==> config.mk <==
export PLATFORM = sky130hd
export DESIGN_NAME = alu_issue_ctrl
export DESIGN_NICKNAME = d
export VERILOG_FILES = /design/src/rtl/alu_issue_ctrl.sv
export SDC_FILE = /design/constraint.sdc
export NUM_CORES = 1
export LEC_CHECK = 0
export CAP_MARGIN = 20
export CORE_ASPECT_RATIO = 1.75
export CORE_MARGIN = 2
export CORE_UTILIZATION = 40
export DETAILED_ROUTE_END_ITERATION = 10
export PLACE_DENSITY = 0.68
export RECOVER_POWER = 100
export SETUP_SLACK_MARGIN = 0.05
export SYNTH_ARGS = -nofsm -noshare
export SYNTH_HDL_FRONTEND = slang
export SYNTH_SLANG_ARGS = --single-unit
==> constraint.sdc <==
create_clock -name clk -period 3.1 [get_ports clk]
set_clock_uncertainty 0.05 [all_clocks]
set_input_delay 0.31 -clock clk [delete_from_list [all_inputs] [get_ports clk]]
set_output_delay 0.31 -clock clk [all_outputs]
set_load 0.01 [all_outputs]
==> src/rtl/alu_issue_ctrl.sv <==
// rtl/alu_issue_ctrl.sv - decode/issue sequencer driving ALU and Branch_control
// Accepts one RV32 instruction, issues a single ALU or branch-compare op, returns the result.
module alu_issue_ctrl #(
    parameter int SIZE = 32
) (
    input  logic            clk,
    input  logic            rst,
    input  logic            in_valid,
    output logic            in_ready,
    input  logic [31:0]     in_instr,
    input  logic [SIZE-1:0] in_pc,
    input  logic [SIZE-1:0] in_rs1,
    input  logic [SIZE-1:0] in_rs2,
    output logic            alu_en,
    output logic [3:0]      alu_sel,
    output logic [SIZE-1:0] alu_a,
    output logic [SIZE-1:0] alu_b,
    input  logic [SIZE-1:0] alu_y,
    output logic            br_en,
    output logic [2:0]      br_sel,
    output logic [SIZE-1:0] br_a,
    output logic [SIZE-1:0] br_b,
    input  logic            br_y,
    output logic            out_valid,
    input  logic            out_ready,
    output logic            out_we,
    output logic [4:0]      out_rd,
    output logic [SIZE-1:0] out_data,
    output logic            out_br,
    output logic            out_taken,
    output logic [SIZE-1:0] out_target,
    output logic            out_illegal
);
    typedef enum logic [1:0] {IDLE, DECODE, EXEC, RESP} state_t;

    localparam logic [6:0] OPC_OP     = 7'b0110011;
    localparam logic [6:0] OPC_OP_IMM = 7'b0010011;
    localparam logic [6:0] OPC_BRANCH = 7'b1100011;

    state_t          state_q, state_d;
    logic [31:0]     instr_q;
    logic [SIZE-1:0] pc_q, rs1_q, rs2_q, target_q;
    logic            is_br_q;

    logic [6:0]      opcode, funct7;
    logic [2:0]      funct3;
    logic [SIZE-1:0] imm_i, imm_b;
    logic            dec_legal, dec_br;
    logic [3:0]      dec_alu_sel;
    logic [2:0]      dec_br_sel;
    logic [SIZE-1:0] dec_b;

    assign opcode = instr_q[6:0];
    assign funct3 = instr_q[14:12];
    assign funct7 = instr_q[31:25];
    assign imm_i  = {{(SIZE-12){instr_q[31]}}, instr_q[31:20]};
    assign imm_b  = {{(SIZE-13){instr_q[31]}}, instr_q[31], instr_q[7],
                     instr_q[30:25], instr_q[11:8], 1'b0};

    always_comb begin
        dec_legal   = 1'b0;
        dec_br      = 1'b0;
        dec_alu_sel = 4'd0;
        dec_br_sel  = 3'd0;
        dec_b       = rs2_q;
        case (opcode)
            OPC_OP: begin
                if (funct7 == 7'b0000000) begin
                    case (funct3)
                        3'b000:  begin dec_legal = 1'b1; dec_alu_sel = 4'd0; end
                        3'b111:  begin dec_legal = 1'b1; dec_alu_sel = 4'd2; end
                        3'b110:  begin dec_legal = 1'b1; dec_alu_sel = 4'd3; end
                        default: dec_legal = 1'b0;
                    endcase
                end else if (funct7 == 7'b0100000 && funct3 == 3'b000) begin
                    dec_legal   = 1'b1;
                    dec_alu_sel = 4'd1;
                end
            end
            OPC_OP_IMM: begin
                dec_b = imm_i;
                case (funct3)
                    3'b000:  begin dec_legal = 1'b1; dec_alu_sel = 4'd0; end
                    3'b111:  begin dec_legal = 1'b1; dec_alu_sel = 4'd2; end
                    3'b110:  begin dec_legal = 1'b1; dec_alu_sel = 4'd3; end
                    default: dec_legal = 1'b0;
                endcase
            end
            OPC_BRANCH: begin
                dec_br = 1'b1;
                // Signed compares (BLT/BGE) are not supported by Branch_control.
                case (funct3)
                    3'b000:  begin dec_legal = 1'b1; dec_br_sel = 3'd0; end
                    3'b001:  begin dec_legal = 1'b1; dec_br_sel = 3'd1; end
                    3'b110:  begin dec_legal = 1'b1; dec_br_sel = 3'd3; end
                    3'b111:  begin dec_legal = 1'b1; dec_br_sel = 3'd4; end
                    default: dec_legal = 1'b0;
                endcase
            end
            default: dec_legal = 1'b0;
        endcase
    end

    always_comb begin
        state_d = state_q;
        case (state_q)
            IDLE:    if (in_valid) state_d = DECODE;
            DECODE:  state_d = dec_legal ? EXEC : RESP;
            EXEC:    state_d = RESP;
            RESP:    if (out_ready) state_d = IDLE;
            default: state_d = IDLE;
        endcase
    end

    assign in_ready  = (state_q == IDLE);
    assign out_valid = (state_q == RESP);

    always_ff @(posedge clk) begin
        if (rst) begin
            state_q     <= IDLE;
            instr_q     <= '0;
            pc_q        <= '0;
            rs1_q       <= '0;
            rs2_q       <= '0;
            target_q    <= '0;
            is_br_q     <= 1'b0;
            alu_en      <= 1'b0;
            alu_sel     <= '0;
            alu_a       <= '0;
            alu_b       <= '0;
            br_en       <= 1'b0;
            br_sel      <= '0;
            br_a        <= '0;
            br_b        <= '0;
            out_we      <= 1'b0;
            out_rd      <= '0;
            out_data    <= '0;
            out_br      <= 1'b0;
            out_taken   <= 1'b0;
            out_target  <= '0;
            out_illegal <= 1'b0;
        end else begin
            state_q <= state_d;
            case (state_q)
                IDLE: if (in_valid) begin
                    instr_q <= in_instr;
                    pc_q    <= in_pc;
                    rs1_q   <= in_rs1;
                    rs2_q   <= in_rs2;
                end
                DECODE: begin
                    is_br_q  <= dec_br;
                    target_q <= pc_q + imm_b;
                    if (!dec_legal) begin
                        out_illegal <= 1'b1;
                        out_we      <= 1'b0;
                        out_rd      <= '0;
                        out_data    <= '0;
                        out_br      <= 1'b0;
                        out_taken   <= 1'b0;
                        out_target  <= '0;
                    end else if (dec_br) begin
                        br_en  <= 1'b1;
                        br_sel <= dec_br_sel;
                        br_a   <= rs1_q;
                        br_b   <= rs2_q;
                    end else begin
                        alu_en  <= 1'b1;
                        alu_sel <= dec_alu_sel;
                        alu_a   <= rs1_q;
                        alu_b   <= dec_b;
                    end
                end
                EXEC: begin
                    // sel/operands are left untouched so the ALU sees stable inputs.
                    alu_en      <= 1'b0;
                    br_en       <= 1'b0;
                    out_illegal <= 1'b0;
                    out_br      <= is_br_q;
                    if (is_br_q) begin
                        out_we     <= 1'b0;
                        out_rd     <= '0;
                        out_data   <= '0;
                        out_taken  <= br_y;
                        out_target <= target_q;
                    end else begin
                        out_we     <= (instr_q[11:7] != 5'd0);
                        out_rd     <= instr_q[11:7];
                        out_data   <= alu_y;
                        out_taken  <= 1'b0;
                        out_target <= '0;
                    end
                end
                default: ;
            endcase
        end
    end
endmodule

; Yosys cells after proc, flatten, opt, wreduce, memory -nomap -nowiden
; Index checks and enable logic that the tools add are counted.
[totals]
out_inout_bits = 212
input_bits = 165
reg_bits = 373
[classes]
mux = 39
reduce_logical = 15
bitwise = 1
addsub = 1
n_eq_ne = 16
[op_table]
columns = cell, count
row1 = 2-to-1 mux 32 bit, 4
row2 = one-hot mux 32 bit (2 select lines), 2
row3 = adder 32 bit, 1
row4 = 2-to-1 mux 1 bit, 15
row5 = equality test 7 x 6 -> 1 bit (second input constant), 2
row6 = one-hot mux 1 bit (2 select lines), 6
row7 = AND reduction 3 bit, 4
row8 = 2-to-1 mux 5 bit, 2
row9 = != test 2 bit (second input constant), 5
row10 = one-hot mux 5 bit (2 select lines), 1
row11 = one-hot mux 3 bit (3 select lines), 1
row12 = one-hot mux 2 bit (4 select lines), 1
row13 = one-hot mux 4 bit (2 select lines), 1
row14 = equality test 7 x 5 -> 1 bit (second input constant), 1
row15 = equality test 7 bit (second input constant), 1
row16 = zero test 7 bit, 1
row17 = equality test 3 bit (second input constant), 2
row18 = AND reduction 2 bit, 3
row19 = nonzero test 5 bit, 1
row20 = equality test 2 bit (second input constant), 2
row21 = 2-to-1 mux 2 bit, 2
row22 = 2-to-1 mux 4 bit, 1
row23 = one-hot mux 2 bit (2 select lines), 1
row24 = OR reduction 4 bit, 1
row25 = other kinds (11), 11

; Logic depth before layout (Yosys ltp)
; Gate-level depths: netlist of run 1.
[depth]
ltp_word = 7
ltp_mapped = 10
mapped_depth_nobuf = 10

; Worst setup path after synthesis of run 1
; No wires, ideal clock.
[synth_timing]
path_type = reg-to-reg
from = register instr_q[31]
to = register target_q[26]
period_less_slack_ps = 2789
n_path_buf = 0
stages_incl_launch_ff = 9
t_arrival_ps = 2679
path_slack_ps = 311
cell_sequence = dfxtp_1 -> ha_1 -> and3_4 -> nand2_2 -> or4_4 -> o41ai_4 -> o21ai_2 -> a2111oi_0 -> a311o_1
[synth_via]
elab_chain_cells = 1
[synth_rtl]
columns = item, line_no
row1 = from (decl), 41  ; logic [31:0] instr_q;
row2 = from (signal assigned), 146  ; instr_q <= in_instr;
row3 = adder 32 bit, 153  ; target_q <= pc_q + imm_b;
row4 = to (signal assigned), 153
row5 = to (decl), 42  ; logic [SIZE-1:0] pc_q, rs1_q, rs2_q, target_q;
; Every way passes these cells.
; A chain may end at the register's enable or synchronous reset.

; Worst setup path in the final report of run 1
[layout_timing]
from = register instr_q[8]
to = register target_q[31]
; Same word-level chain as after synthesis.

==> results.yml, run 1 <==
setup_path:
  critPathArrivalTime_ns: 3.37
  end_kind: "flip-flop"
  path_class: "reg -> reg"
  setup.worst_path.start_class: "flip-flop"
  crit_required_ns: 3.52
  critPathTopFamily: "compound AO/OA/AOI/OAI gates"
  crit_path_max_fanout: 3
  path_buf_inv: 1
  slowest_stage: "a2111oi_2"
  crit_chain: "ha_1 > fa_2 > a21o_1 > a221oi_4 > buf_4 > o21ai_1 > a22o_1 > a21oi_2 > o31ai_2 > a2111oi_2 > o31a_1"
  crit_path_max_incr_delay_ns: 0.37
global_route:
  grt_use_total_pct: 23.0
  antenna_found_initial: 3
  grt_max_degree: 140
  grt_pass1_vias: 12800
  grt-ovfl-total: 0
  grt_pass1_wl_um: 69100
yosys:
  synth_top_area_share_pct: 50.8
  yosys_warnings: 0
  ys.flop_type: "dfxtp_1"
  synth_area_um2: 14400
  yosysSeqAreaShare_pct: 50.8
  yosysMostFrequentCell: "nand2_1"
  ys_top_cells_by_area: "dfxtp_1 51%, nand2_1 13%, a21oi_1 10%, ha_1 2.9%, clkbuf_1 2.3%"
  synth_common_cells: "515 x nand2_1, 366 x dfxtp_1, 291 x a21oi_1"
  yosysUniqueCellTypes: 66
  yosysTopAreaCell: "dfxtp_1"
  synth-edff-count: 0
  async_flop_share_pct: 0
  ys_seq_elements: 366
  synthCells: 1756
  syn_area_per_cell_um2: 8.21
clock_tree:
  cts_buffers: 35
  h-tree-depth: 2
  clock_latency_ns: 0.52
  cts_tree: "done"
  cts_buffer_depth: 3
  clkSinkCount: 366
  cts-root-buf: "clkbuf_16"
  cts.clk_slew.worst_paths_ns: 0.07
  ctsHoldBuffers: 0
timing:
  finalCritPeriodShare_pct: 95.3
  fin_crit_ns: 2.95
  setup_viol: 0
  worst_pin_slew_ns: 1.45
  setup_ws_ns: 0.147
  fmax_ghz: 0.339
  final_max_slew_viol_count: 0
  finalHoldViolations: 0
  fin_setup_tns_ns: 0
  relSlewSlack_pct: 3.62
job:
  cap_violations: 0
layout:
  stdcell_area_um2: 19800
  drive_gt1_share_pct: 4.97
  nets: 2268
  area_growth_syn_to_layout_pct: 37.1
detailed_routing:
  ant_nets: 0
  drt-initial-drc-count: 629
  num_vias: 13300
  routed_wl_um: 45300
  drc: 0
  avgRoutedWirePerCell_um: 17.7
  viasPerCell: 5.17
  first_pass_iters: 5
pwr:
  leakagePower_nw: 7.92
  powerDensity_nw_per_um2: 636
  ir_drop_uv: 531
place:
  dpl_cell_area_um2: 18600
  dp_hpwl_um: 31600
  place_congestion: 0.857
  io_buffers: 369
  post-place-ws_ns: 0.0377
worst_hold_path:
  hp-class: "in -> reg"
outcome:
  status: "complete, no violations"
die:
  coreArea_um2: 35800
  design.die.area_um2: 37700
  ios: 377
  rows: 92
  die_y_um: 255
  start_util_pct: 40.3
  die_w_um: 148
per-stage QoR:
| step | instances | hold slack, ns | util [%] | total power, mW |
|---|---|---|---|---|
| final | 2565 | 0.190 | 55.2 | 12.6 |
| after detailed placement | 2500 | 0.392 | 52.0 | 8.33 |
| after global placement | 2500 | 0.388 | 52.0 | 8.25 |
| after floorplan | 1757 | 0.386 | - | 7.28 |
| after global routing | 2565 | 0.251 | 55.2 | 13.2 |
| after CTS | 2562 | 0.209 | 55.2 | 12.8 |
cells in the final DEF (no fill, tap or decap), types with 5 or more instances in the layout:
master / n
nor2_1: 86
clkbuf_16: 37
buf_4: 19
a21o_1: 11
o21a_1: 5
nand3_1: 49
xnor2_1: 15
buf_12: 9
clkbuf_1: 10
o21ai_0: 16
ha_1: 34
dfxtp_1: 366
a21oi_1: 291
clkdlybuf4s50_1: 158
a22o_1: 38
dlygate4sd3_1: 210
clkbuf_8: 5
inv_1: 12
nand2_1: 514
nand4_1: 6
mux2i_1: 33
a211oi_1: 39
xor2_1: 9
nor3_1: 32
layout make-up:
cell class | count | area, µm²
diodes | 3 | 7.51
fillers | 3335 | 16000
repair buffers | 404 | 4060
well taps | 470 | 588
flip-flops and latches | 366 | 7330
multi-input cells | 1249 | 6570
inverters | 12 | 45.0
clock buffers | 49 | 1020
clock inverters | 12 | 150
layer usage:
| layer | vias up | routed length [µm] | GRT usage (%) |
|---|---|---|---|
| met5 | - | 0 | 0 |
| met4 | 0 | 2260 | 11.3 |
| met3 | 98 | 2610 | 4.74 |
| met2 | 374 | 23400 | 41.3 |
| met1 | 6207 | 17000 | 25.7 |
| li1 | 6579 | - | - |
timing repair:
action	4_1_cts	5_1_grt
endpoints found under the hold margin	0	0
endpoints found under the setup margin	1	4
buffers inserted	1	0
pin swaps	2	3
gates resized for setup	1	6
kinds of logic (layout without fill, tap and decap cells):
kind of cell               after synthesis  count (layout)  share of synthesized area [%]
and+or+nand+nor                        718             718                           20.2
other                                    1               5                         0.0260
muxes                                   33              33                           2.29
DFF                                    366             366                           50.8
adders and majority gates               35              35                           3.09
AOI/OAI and AO/OA                      437             437                           18.2
buffers and inverters                  142             477                           3.99
xor gates and xnor gates                24              24                           1.46
sequential cells by signal (all words and copies together), names as in the netlist, 3 cells and up:
signal      flops
alu_a          32
alu_b          32
br_a           32
br_b           32
out_data       32
out_target     32
pc_q           32
rs1_q          32
rs2_q          32
target_q       32
instr_q        27
out_rd          5
br_sel          3
worst paths after layout:
path	to	slack, ns	startpoint	cells after the start
max reg2reg	target_q[31]	0.15	instr_q[8]	11
max	target_q[31]	0.15	instr_q[8]	11
min	pc_q[31]	0.19	rst	2
min reg2reg	br_a[14]	0.40	br_a[14]	2
report_power, final:
group / internal (mW) / switching [mW]
clock: 2.56 / 1.85
sequential: 5.10 / 0.270
combinational: 1.02 / 1.79
No activity file was read; power rests on OpenSTA's default activity.
==> inputs of run 2 (changes only) <==
clock period = 3.25 ns   (was 3.1 ns; I/O delays follow)
==> run 2 against run 1 <==
  * The flow now finishes with violations (capacitance limit, slew limit)
  * Count of clock-buffer cells in the layout fell by 1
  * Sequential share of layout area fell by 0.061 points
  * Cell count did not move
  * First-iteration DRC count rose by 4.3%
  * Sequential power fell by 4.5%
  * Wire length rose by 0.32%
  * Worst setup slack got worse by 0.029 ns
  * Hold slack got worse by 0.030 ns
  * Combinational power fell by 3%
  * Global-route usage rose by 0.44 points
==> results.yml, run 2 (same netlist as run 1, synthesis figures left out) <==
timing:
  relSlewSlack_pct: -3.02
  rsz0062_at_grt: "yes"
  finalCritPeriodShare_pct: 96.4
  fin_setup_tns_ns: 0
  final_max_slew_viol_count: 34
  fin_crit_ns: 3.13
  worst_pin_slew_ns: 1.55
  setup_viol: 0
  setup_ws_ns: 0.117
  finalHoldViolations: 0
  fmax_ghz: 0.319
global_route:
  grt_pass1_wl_um: 70500
  grt_use_total_pct: 23.4
  grt_max_degree: 152
  grt_pass1_vias: 12900
  antenna_found_initial: 1
  grt-ovfl-total: 0
pwr:
  leakagePower_nw: 7.96
  power_mw: 12.2
  ir_drop_uv: 531
  powerDensity_nw_per_um2: 615
setup_path:
  critPathArrivalTime_ns: 3.55
  crit_path_max_fanout: 4
  path_class: "reg -> reg"
  setup.worst_path.start_class: "flip-flop"
  end_kind: "flip-flop"
  crit_required_ns: 3.67
layout:
  layout_common_cells: "514 x nand2_1, 366 x dfxtp_1, 291 x a21oi_1"
  area_growth_syn_to_layout_pct: 37.3
  fillers: 3285
  multi_input_area_um2: 6550
  fin_cells: 2565
  layout_commonest_cell: "nand2_1"
  drive_gt1_share_pct: 4.97
  nets: 2267
  seq_area_um2: 7330
place:
  io_buffers: 369
  dp_cells: 2499
  place_congestion: 0.885
  post-place-ws_ns: 0.130
  dp_hpwl_um: 31500
die:
  ios: 377
  coreArea_um2: 35800
  design.die.area_um2: 37700
  die_w_um: 148
  start_util_pct: 40.3
  die_y_um: 255
  rows: 92
clock_tree:
  cts_buffers: 36
  clock_latency_ns: 0.53
  h-tree-depth: 2
  clkSinkCount: 366
  cts-root-buf: "clkbuf_16"
  cts_tree: "done"
  ctsHoldBuffers: 0
  cts.clk_slew.worst_paths_ns: 0.07
  cts_buffer_depth: 3
outcome:
  status: "finished with violations"
  violations: "capacitance limit, slew limit"
detailed_routing:
  drt-initial-drc-count: 656
  ant_nets: 0
  drc: 0
  first_pass_iters: 4
  avgRoutedWirePerCell_um: 17.7
  viasPerCell: 5.15
  num_vias: 13200
  routed_wl_um: 45500
worst_hold_path:
  hp-class: "in -> reg"
job:
  cap_violations: 1
-- run 2: cell types whose count changed in the layout (fill, tap and decap cells not counted), moves of 2 or more --
cell | before | now
buf_12 | 9 | 11
buf_4 | 19 | 13
clkbuf_1 | 10 | 8
clkbuf_2 | 1 | 4
clkbuf_4 | 3 | 0
clkbuf_8 | 5 | 7
clkinv_2 | 4 | 8
-- run 2: path summary, 6_finish.rpt --
kind / end / depth (start not counted) / startpoint / slack [ns]
setup / recovery: target_q[31] / 11 / instr_q[8] / 0.12
hold / removal: state_q[1] / 2 / rst / 0.16
setup reg to reg: target_q[31] / 11 / instr_q[8] / 0.12
hold reg to reg: out_data[6] / 2 / out_data[6] / 0.40
-- run 2: power by group --
| part | internal, mW | leakage [nW] | switching (mW) |
|---|---|---|---|
| clock network | 2.57 | 0.608 | 1.77 |
| registers | 4.86 | 2.97 | 0.264 |
| logic | 0.998 | 4.38 | 1.71 |
| total | 8.43 | 7.96 | 3.75 |
-- run 2: stage by stage --
step	area, µm²	util, %	hold slack [ns]
2_1_floorplan	14400	-	0.386
3_3_place_gp	18600	52.0	0.388
3_5_place_dp	18600	52.0	0.392
4_1_cts	19800	55.4	0.150
5_1_grt	19800	55.3	0.177
6_report	19800	55.3	0.160
-- run 2: worst max-delay path, stage by stage (launching register included) --
cell       delay, ns
dfxtp_1         0.34
ha_1            0.23
fa_1            0.41
a21o_1          0.22
a221oi_2        0.32
buf_4           0.18
o21ai_1         0.10
a22o_1          0.25
a21oi_2         0.24
o31ai_1         0.15
a2111oi_1       0.39
o31a_1          0.19
-- run 2: what timing repair did --
item | in CTS | in global routing
endpoints found under the hold margin | 0 | 0
buffers inserted | 0 | 0
setup endpoints to repair | 0 | 4
gates resized for setup | 0 | 3
-- run 2: cell type report --
class                   instances  area share, %
diodes                          2         0.0253
clock buffers                  48           5.24
clock inverters                16          0.973
inverters                      12          0.227
multi-input cells            1249           33.1
flip-flops and latches        366           37.0
well taps                     470           2.97
repair buffers                402           20.5
-- run 2: routing by layer --
layer	GRT usage (%)	up-vias	wire length (µm)	share of wire, %
met4	9.95	0	1770	3.9
met2	43.4	362	24300	53
met5	0	-	0	0
met1	26.0	6185	17000	37
li1	-	6570	-	-
met3	4.33	89	2430	5.3
